<file path="config.mk">
export PLATFORM = sky130hd
export DESIGN_NAME = amo_controller_flat
export DESIGN_NICKNAME = d
export VERILOG_FILES = /design/src/rtl/amo_controller_if.sv /design/src/rtl/amo_controller.sv /design/src/flat_wrapper.sv
export SDC_FILE = /design/constraint.sdc
export NUM_CORES = 1
export LEC_CHECK = 0
export CORE_ASPECT_RATIO = 0.5
export CORE_MARGIN = 3
export CORE_UTILIZATION = 40
export DETAILED_ROUTE_END_ITERATION = 16
export GPL_ROUTABILITY_DRIVEN = 0
export PLACE_DENSITY_LB_ADDON = 0.1
export SYNTH_ARGS = -nofsm -noshare
export SYNTH_HDL_FRONTEND = slang
export SYNTH_SLANG_ARGS = --single-unit
</file>
<file path="constraint.sdc">
create_clock -name clk -period 8.1 [get_ports clk]
set_input_delay 2.025 -clock clk [delete_from_list [all_inputs] [get_ports clk]]
set_output_delay 2.025 -clock clk [all_outputs]
set_load 0.005 [all_outputs]
</file>
<file path="src/rtl/amo_controller_if.sv">
// ============================================================================
// amo_controller_if : shared types and the atomic-sequencer bus interface
// Revision: 1.0
// ============================================================================
`default_nettype none

package amo_pkg;

  typedef enum logic [4:0] {
    INSTR_NOP,
    ADD,
    LW,
    SW,
    LR_W,
    SC_W,
    AMOSWAP,
    AMOADD,
    AMOOR,
    AMOXOR,
    AMOAND,
    AMOMAX,
    AMOMINI,
    AMOMINU,
    AMOMAXU
  } instr_name_t;

  typedef enum logic [1:0] {
    STATE0,
    STATE1,
    STATE2,
    STATE3
  } fsm_state;

  typedef struct packed {
    logic       amo_stall;
    logic       MemRead;
    logic       MemWrite;
    logic       RegWrite;
    logic       MemtoReg;
    logic [1:0] ALUSrcA;
    logic [1:0] ALUSrcB;
    logic [1:0] ALUOp;
    logic       dmem_wr_data_sel;
    logic       regfile_rd_addr_sel;
    logic [1:0] is_sc_reg_wr;
  } amo_controls_t;

endpackage

interface amo_controller_if #(
  parameter int XLEN = 32
) ();
  import amo_pkg::*;

  logic                  atomic_valid;
  instr_name_t           instr_name;
  logic [XLEN-1:0]       rs1_data;
  logic                  dmem_ready;
  logic                  resv_clear;
  amo_controls_t         amo_ctrl;
  logic                  resv_valid;
  logic [XLEN-1:0]       resv_addr;

  modport master (
    output atomic_valid, instr_name, rs1_data, dmem_ready, resv_clear,
    input  amo_ctrl, resv_valid, resv_addr
  );

  modport slave (
    input  atomic_valid, instr_name, rs1_data, dmem_ready, resv_clear,
    output amo_ctrl, resv_valid, resv_addr
  );

endinterface

`default_nettype wire

</file>
<file path="src/rtl/amo_controller.sv">
// ============================================================================
// amo_controller : multi-cycle LR.W / SC.W / AMO* sequencer with reservation
// Revision: 1.0
// ============================================================================
`default_nettype none

module amo_controller
  import amo_pkg::*;
#(
  parameter int XLEN     = 32,
  parameter int RESV_LSB = 2
) (
  input  wire logic           clk,
  input  wire logic           rst,
  amo_controller_if.slave     bus
);

  localparam logic [XLEN-1:0] C_RESV_MASK = {XLEN{1'b1}} << RESV_LSB;

  fsm_state        state_q, state_d;
  logic            resv_valid_q, resv_valid_d;
  logic [XLEN-1:0] resv_addr_q, resv_addr_d;

  amo_controls_t   ctrl_w;
  logic            is_lr_w, is_sc_w, is_amo_w, start_w;
  logic            addr_match_w, sc_success_w;
  logic            lr_done_w, sc_done_w;

  assign is_lr_w  = (bus.instr_name == LR_W);
  assign is_sc_w  = (bus.instr_name == SC_W);
  assign is_amo_w = bus.instr_name inside {AMOSWAP, AMOADD, AMOOR, AMOXOR, AMOAND,
                                           AMOMAX, AMOMINI, AMOMINU, AMOMAXU};
  assign start_w  = bus.atomic_valid & (is_lr_w | is_sc_w | is_amo_w);

  assign addr_match_w = ((bus.rs1_data ^ resv_addr_q) & C_RESV_MASK) == '0;
  assign sc_success_w = resv_valid_q & ~bus.resv_clear & addr_match_w;

  always_comb begin
    ctrl_w       = '0;
    state_d      = state_q;
    resv_valid_d = resv_valid_q;
    resv_addr_d  = resv_addr_q;
    lr_done_w    = 1'b0;
    sc_done_w    = 1'b0;

    case (state_q)
      STATE0: begin
        if (start_w) begin
          ctrl_w.amo_stall = 1'b1;
          state_d          = STATE1;
        end
      end

      STATE1: begin
        ctrl_w.amo_stall = 1'b1;
        if (is_sc_w) begin
          if (sc_success_w) begin
            ctrl_w.MemWrite = 1'b1;
            if (bus.dmem_ready) begin
              ctrl_w.RegWrite     = 1'b1;
              ctrl_w.is_sc_reg_wr = 2'b01;
              sc_done_w           = 1'b1;
            end
          end else begin
            // Failed SC never touches memory; it just writes 1 to rd.
            ctrl_w.RegWrite     = 1'b1;
            ctrl_w.is_sc_reg_wr = 2'b10;
            sc_done_w           = 1'b1;
          end
        end else if (is_lr_w || is_amo_w) begin
          ctrl_w.MemRead = 1'b1;
          if (bus.dmem_ready) begin
            ctrl_w.RegWrite = 1'b1;
            ctrl_w.MemtoReg = 1'b1;
            if (is_lr_w) begin
              lr_done_w = 1'b1;
            end else begin
              state_d = STATE2;
            end
          end
        end else begin
          ctrl_w.amo_stall = 1'b0;
          state_d          = STATE0;
        end
      end

      STATE2: begin
        ctrl_w.amo_stall = 1'b1;
        ctrl_w.ALUSrcA   = 2'b10;
        ctrl_w.ALUSrcB   = 2'b01;
        ctrl_w.ALUOp     = 2'b11;
        state_d          = STATE3;
      end

      STATE3: begin
        ctrl_w.amo_stall        = 1'b1;
        ctrl_w.MemWrite         = 1'b1;
        ctrl_w.dmem_wr_data_sel = 1'b1;
        if (bus.dmem_ready) begin
          ctrl_w.amo_stall = 1'b0;
          state_d          = STATE0;
        end
      end

      default: state_d = STATE0;
    endcase

    if (lr_done_w || sc_done_w) begin
      ctrl_w.amo_stall = 1'b0;
      state_d          = STATE0;
    end

    // An external invalidate outranks an LR completing in the same cycle.
    if (lr_done_w && !bus.resv_clear) begin
      resv_valid_d = 1'b1;
      resv_addr_d  = bus.rs1_data & C_RESV_MASK;
    end
    if (sc_done_w || bus.resv_clear) begin
      resv_valid_d = 1'b0;
    end
  end

  always_ff @(posedge clk or posedge rst) begin
    if (rst) begin
      state_q      <= STATE0;
      resv_valid_q <= 1'b0;
      resv_addr_q  <= '0;
    end else begin
      state_q      <= state_d;
      resv_valid_q <= resv_valid_d;
      resv_addr_q  <= resv_addr_d;
    end
  end

  assign bus.amo_ctrl   = rst ? '0 : ctrl_w;
  assign bus.resv_valid = resv_valid_q;
  assign bus.resv_addr  = resv_addr_q;

endmodule

`default_nettype wire

</file>
<file path="src/flat_wrapper.sv">
// flat-port wrapper written by rule: the top's interface ports become plain ports
module amo_controller_flat import amo_pkg::*;
#(
  parameter int XLEN     = 32,
  parameter int RESV_LSB = 2
)
  (clk, rst, bus_atomic_valid, bus_instr_name, bus_rs1_data, bus_dmem_ready, bus_resv_clear, bus_amo_ctrl, bus_resv_valid, bus_resv_addr);
  amo_controller_if #(.XLEN(XLEN)) bus_i ();
  input  wire logic clk;
  input  wire logic rst;
  input wire logic [$bits(bus_i.atomic_valid)-1:0] bus_atomic_valid;
  input wire logic [$bits(bus_i.instr_name)-1:0] bus_instr_name;
  input wire logic [$bits(bus_i.rs1_data)-1:0] bus_rs1_data;
  input wire logic [$bits(bus_i.dmem_ready)-1:0] bus_dmem_ready;
  input wire logic [$bits(bus_i.resv_clear)-1:0] bus_resv_clear;
  output wire logic [$bits(bus_i.amo_ctrl)-1:0] bus_amo_ctrl;
  output wire logic [$bits(bus_i.resv_valid)-1:0] bus_resv_valid;
  output wire logic [$bits(bus_i.resv_addr)-1:0] bus_resv_addr;
  assign bus_i.atomic_valid = bus_atomic_valid;
  assign bus_i.instr_name = bus_instr_name;
  assign bus_i.rs1_data = bus_rs1_data;
  assign bus_i.dmem_ready = bus_dmem_ready;
  assign bus_i.resv_clear = bus_resv_clear;
  assign bus_amo_ctrl = bus_i.amo_ctrl;
  assign bus_resv_valid = bus_i.resv_valid;
  assign bus_resv_addr = bus_i.resv_addr;
  amo_controller #(.XLEN(XLEN), .RESV_LSB(RESV_LSB)) u_core (.clk(clk), .rst(rst), .bus(bus_i));
endmodule
</file>
==> out/qor.yml, run 1 <==
final_layout:
  n_antenna_cell: 0
  multi_input_area_sq_um: 945
  ff_latch_area_sq_um: 826
  syn_to_final_growth_pct: 49.0
  drive_gt1_frac: 0.174
  fin_nets: 283
  final_cell_area_sq_um: 2770
  fill_cells: 352
logic_synthesis:
  synth_edf_count: 0
  synth_top_area_frac: 0.444
  synth_warnings: 0
  synth_seq_cells: 33
  yosysSeqAreaShare: 0.444
  syn_area_sq_um: 1860
  avgSynthCellArea_sq_um: 11.9
  ys_async_sr_fraction: 1.00
  syn_inst: 157
  synth.largest_area_cell: "dfrtp_1"
  ys_types: 32
  synth_area_leaders: "dfrtp_1 (44%), mux2_2 (18%), xnor2_1 (14%), buf_4 (3.2%), nand4_1 (2.7%)"
  ys.flop_type: "dfrtp_1"
clock_network:
  clock_latency_ps: 290
  cts_max_path_buffers: 2
  clock_sinks: 33
  cts_buffers: 5
  ctsHoldBuffers: 0
  cts-root-buf: "clkbuf_8"
  cts_resized: 0
  cts_tree: "yes"
  clk_pin_slew_ps: 60
  htree_num_levels: 2
  cts_setup_buffers: 0
power_and_ir_drop:
  p_per_area_nw_per_um2: 184
  power_frac_seq: 0.426
  power.switching_w: 0.000149
  internal_power_w: 0.000361
  switching_share: 0.293
  vdd_drop_max_mv: 0.138
  clockPowerShare: 0.238
  p_leak_nw: 1.14
  combPwrFrac: 0.336
route:
  detail_route.wl_per_cell_microns: 14.7
  first_pass_iters: 4
  postRouteAntennaNets: 0
  wl_met2_microns: 1990
  drt_iter0_markers: 30
  m1WireLength_microns: 1890
  drc: 0
  vias_per_cell: 5.08
  top_layer_used: "met4"
  drt-total-wl_microns: 4350
  vias: 1503
  wl_met3_microns: 435
sta:
  max_freq_ghz: 0.148
  period_needed_ps: 6770
  setup_viol: 0
  slew_viol_final: 0
  finalCritPeriodShare: 0.836
  rsz0062_at_grt: "no"
  slew-limit-headroom: 0.438
  final-hold-violation-count: 0
  worst_pin_slew_ps: 832
  fin_tns_setup_ps: 0
  finalClockSkew_ps: 6.02
floorplanning:
  die_h_microns: 54.2
  die-area_sq_um: 5560
  dieWidth_microns: 102
  num_io_pins: 90
  start_util: 0.445
  core-area_sq_um: 4180
  num_rows: 16
status:
  status: "completed"
placement:
  portBuffers: 82
  dpl_cell_area_sq_um: 2690
  dp_hpwl_microns: 3370
global_route:
  track_usage: 0.170
  grt_pass1_wl_microns: 7110
  antenna_found_initial: 0
  grt_start_max_net_pins: 35
  grt_pass1_vias: 1514
  overflow: 0
worst_setup_path:
  cp-end-kind: "primary output"
  crit_path_cell_trace: "clkdlybuf4s50_1 > xnor2_1 > nand4_1 > nor4_1 > a31oi_1 > nor4_1 > clkdlybuf4s50_1"
  startpoint_type: "input port"
  crit_type: "input port to primary output"
  worstPathMaxFanout: 3
  crit_arrival_ps: 4750
  cp.required_ps: 6080
  slowest_delay_ps: 690
  cp_slowest_cell: "nor4_1"
flow_run:
  maxCapViolCount: 0
worst_hold_path:
  hold_class: "flop to flop"
## kinds of logic (layout without fill, tap and decap cells)
family | Yosys count | count (layout) | synth area share
compound gates | 11 | 11 | 0.0464
mux | 30 | 30 | 0.182
simple gates | 38 | 38 | 0.128
flops | 33 | 33 | 0.444
other cells | 1 | 5 | 0.00202
xor+xnor | 30 | 30 | 0.141
buf+inv | 14 | 95 | 0.0565
## layout by cell type, fill, tap and decap left out, types with 2 or more instances in the layout
cell,netlist,final
a21oi_1,2,2
a221oi_1,2,2
and2_1,2,2
and3_1,3,3
buf_4,8,2
clkbuf_8,0,5
clkdlybuf4s50_1,0,82
clkinv_2,0,2
conb_1,1,5
dfrtp_1,33,33
inv_1,3,3
mux2_2,29,29
nand2b_1,2,2
nand4_1,8,8
nor2_1,5,5
nor2b_1,2,2
nor3_1,5,5
nor4_1,3,3
o21ai_0,2,2
xnor2_1,30,30
## through the flow
stage	hold slack (ps)	setup slack, ps	power (W)	utilization	cells
finish	537	1330	0.000510	0.662	296
global route	565	1260	0.000543	0.662	296
CTS	543	1370	0.000518	0.662	296
detailed placement	527	1390	0.000393	0.642	288
global placement	524	1510	0.000387	0.642	288
floorplan	526	2720	0.000300	-	161
## synth_stat cells (all sizes together), types with 2 or more instances
cell type and number:
dfrtp 33, nor2 5, and2 2, nand4 8, a221oi 2, nor3 6
o21ai 2, a21oi 2, mux2 30, nor4 3, inv 3, and3 3
or3 2, xnor2 30, nor2b 2, nand2b 2, buf 11
## state kept, by name, indices dropped and copies added, names as in the netlist
| name | cells |
|---|---|
| u_core.bus.resv_valid | 1 |
| u_core.bus.resv_addr | 30 |
| u_core.state_q | 2 |
## power groups by stage
| stage | sequential (W) | clock [W] | combinational [W] |
|---|---|---|---|
| after global routing | 0.000222 | 0.000133 | 0.000188 |
| after floorplan | 0.000218 | 0 | 0.0000818 |
| after global placement | 0.000218 | 0 | 0.000169 |
| after detailed placement | 0.000220 | 0 | 0.000173 |
| after CTS | 0.000217 | 0.000128 | 0.000174 |
| final | 0.000217 | 0.000121 | 0.000172 |
## area by class of cell
type	instances	share of cell area
Inverter	3	0.00406
Timing Repair Buffer	84	0.302
Sequential cell	33	0.298
Clock buffer	5	0.0248
Multi-Input combinational cell	114	0.341
Clock inverter	3	0.00632
Tap cell	54	0.0244
## worst max-delay path: cells and delay by family
kind | cells | cell delay [ps]
AOI/OAI and AO/OA | 1 | 270
xor gates and xnor gates | 1 | 140
buffers and inverters | 2 | 1060
and+or+nand+nor | 3 | 1250
## worst paths after layout
check,cells past startpoint,startpoint,to,slack (ps)
setup / recovery,7,bus_rs1_data[22],bus_amo_ctrl[14],1330
hold / removal,1,u_core.bus.resv_addr[10],u_core.bus.resv_addr[10],540
setup reg to reg,5,u_core.bus.resv_addr[22],u_core.state_q[0],6070
hold reg to reg,1,u_core.bus.resv_addr[10],u_core.bus.resv_addr[10],540
max in group asynchronous,3,rst,u_core.bus.resv_addr[11],5420
min in group asynchronous,3,rst,u_core.state_q[0],2370
## metal layers
| metal | GRT usage | vias to the layer above |
|---|---|---|
| met5 | 0 | - |
| met4 | 0.0523 | 0 |
| met3 | 0.0712 | 8 |
| met2 | 0.285 | 61 |
| met1 | 0.203 | 713 |
| li1 | - | 721 |
(Power assumes the default switching activity.)
==> inputs of run 2 (changes only) <==
--- a/config.mk
+++ b/config.mk
@@ -7,7 +7,7 @@
 export LEC_CHECK = 0
 export CORE_ASPECT_RATIO = 0.5
 export CORE_MARGIN = 3
-export CORE_UTILIZATION = 40
+export CORE_UTILIZATION = 37
 export DETAILED_ROUTE_END_ITERATION = 16
 export GPL_ROUTABILITY_DRIVEN = 0
 export PLACE_DENSITY_LB_ADDON = 0.1
==> constraint.sdc (replaced) <==
create_clock -name clk -period 5.4 [get_ports clk]
set_input_delay 1.35 -clock clk [delete_from_list [all_inputs] [get_ports clk]]
set_output_delay 1.35 -clock clk [all_outputs]
set_load 0.005 [all_outputs]
==> run 2 against run 1 <==
Compared with the run above:
- hold slack improved by 7.3 ps
- final area increased by 1.9%
- critical path depth decreased by 1
- sequential cell count unchanged
- non-clock buffer count increased by 2
- sequential share of layout area decreased by 0.54 points
- die area increased by 7.4%
- global-route usage decreased by 2.0 points
==> out/qor.yml, run 2 (synthesized netlist as in run 1, its figures left out) <==
floorplanning:
  dieWidth_microns: 106
  core-area_sq_um: 4620
  die_h_microns: 56.1
  die-area_sq_um: 5970
  num_rows: 17
  start_util: 0.403
  num_io_pins: 90
worst_setup_path:
  cp-end-kind: "primary output"
  startpoint_type: "input port"
  cpLargestDelayFamily: "simple AND/OR/NAND/NOR gates"
  critPathMostFrequentCell: "clkdlybuf4s50_1"
  path_buf_inv: 2
  crit_arrival_ps: 3770
  reg2reg_slack_ps: 3660
  r2r_start: "u_core.bus.resv_addr[19]"
  cp.required_ps: 4050
  rr_endpoint: "u_core.state_q[0]"
  r2r_cells: 5
  cp_slowest_cell: "or4b_1"
  worstPathMaxFanout: 5
  crit_type: "input port to primary output"
  slowest_delay_ps: 590
  crit_path_cell_trace: "clkdlybuf4s50_1 > or4b_1 > or3_4 > a221oi_1 > nor4_1 > clkdlybuf4s50_1"
sta:
  finalClockSkew_ps: 4.01
  fin_ws_ps: 280
  final-hold-violation-count: 0
  fin_tns_setup_ps: 0
  rsz0062_at_grt: "no"
  setup_viol: 0
  period_needed_ps: 5120
  slew_viol_final: 0
  finalCritPeriodShare: 0.948
  max_freq_ghz: 0.195
clock_network:
  cts-root-buf: "clkbuf_8"
  clock_sinks: 33
  htree_num_levels: 2
  cts_tree: "yes"
  cts_buffers: 5
  clk_pin_slew_ps: 70
  cts_max_path_buffers: 2
  cts_setup_buffers: 0
  clock_latency_ps: 270
global_route:
  track_usage: 0.150
  grt_pass1_wl_microns: 7230
  grt_start_max_net_pins: 31
  antenna_found_initial: 0
  overflow: 0
  grt_pass1_vias: 1578
power_and_ir_drop:
  p_leak_nw: 1.16
  p_per_area_nw_per_um2: 277
  power_w: 0.000782
  vdd_drop_max_mv: 0.148
placement:
  dp_hpwl_microns: 3380
  numPlacedInstances: 302
  portBuffers: 82
  dp_worst_setup_slack_ps: 222
final_layout:
  drive_gt1_frac: 0.184
  largest_register_ffs: 30
  syn_to_final_growth_pct: 51.7
  fin_nets: 285
  final_cells: 310
  n_antenna_cell: 0
  mostFrequentLayoutCell: "clkdlybuf4s50_1"
  final_cell_mix: "clkdlybuf4s50_1 (82), dfrtp_1 (33), xnor2_1 (30), mux2_2 (29), nand4_1 (8)"
status:
  status: "completed"
worst_hold_path:
  hold_class: "flop to flop"
  holdPathStages: 1
  hp-start: "u_core.bus.resv_addr[10]"
  whs_endpoint: "u_core.bus.resv_addr[10]"
route:
  vias: 1491
  vias_per_cell: 4.81
  drt-total-wl_microns: 4240
  postRouteAntennaNets: 0
  drt_iter0_markers: 55
  detail_route.wl_per_cell_microns: 13.7
  first_pass_iters: 4
  drc: 0
flow_run:
  maxCapViolCount: 0
[run 2: final cells by class]
cell class / count / area (sq um)
fill: 412 / 1790
multi-input combinational: 114 / 951
timing repair buffer: 86 / 851
sequential: 33 / 826
clock buffer: 7 / 96.3
tap: 66 / 82.6
inverter: 3 / 11.3
clock inverter: 1 / 5.00
[run 2: how the worst max path moves through the flow]
stage / start / to / slack, ps / depth (start not counted)
global placement: bus_resv_clear / bus_amo_ctrl[14] / 340 / 7
global route: bus_rs1_data[9] / bus_amo_ctrl[14] / 60 / 7
finish: bus_instr_name[3] / bus_amo_ctrl[14] / 280 / 6
detailed placement: bus_instr_name[3] / bus_amo_ctrl[11] / 220 / 7
CTS: bus_instr_name[3] / bus_amo_ctrl[11] / 220 / 7
floorplan: bus_instr_name[3] / bus_amo_ctrl[14] / 1370 / 4
[run 2: where the power goes]
part,internal [W],switching [W],leakage [nW]
Sequential,0.000285,0.0000405,0.452
Combinational,0.000168,0.0000885,0.653
Clock,0.000115,0.0000843,0.0542
Total,0.000568,0.000213,1.16
[run 2: layer usage]
layer  vias up  global-route usage  share of wire
li1        726                   -              -
met5         -                   0              0
met2        51               0.259           0.47
met3         5              0.0521          0.079
met4         0              0.0277         0.0064
met1       709               0.182           0.44
[run 2: stage by stage]
stage / utilization / hold slack, ps / area, sq um
6_report: 0.612 / 544 / 2820
3_5_place_dp: 0.588 / 526 / 2720
2_1_floorplan: - / 526 / 1880
5_1_grt: 0.612 / 555 / 2820
4_1_cts: 0.610 / 542 / 2820
3_3_place_gp: 0.588 / 517 / 2720
[run 2: repair_timing]
| item | CTS | global route |
|---|---|---|
| gates resized for setup | 0 | 1 |
| endpoints found under the setup margin | 0 | 2 |
| hold buffers | 0 | 0 |
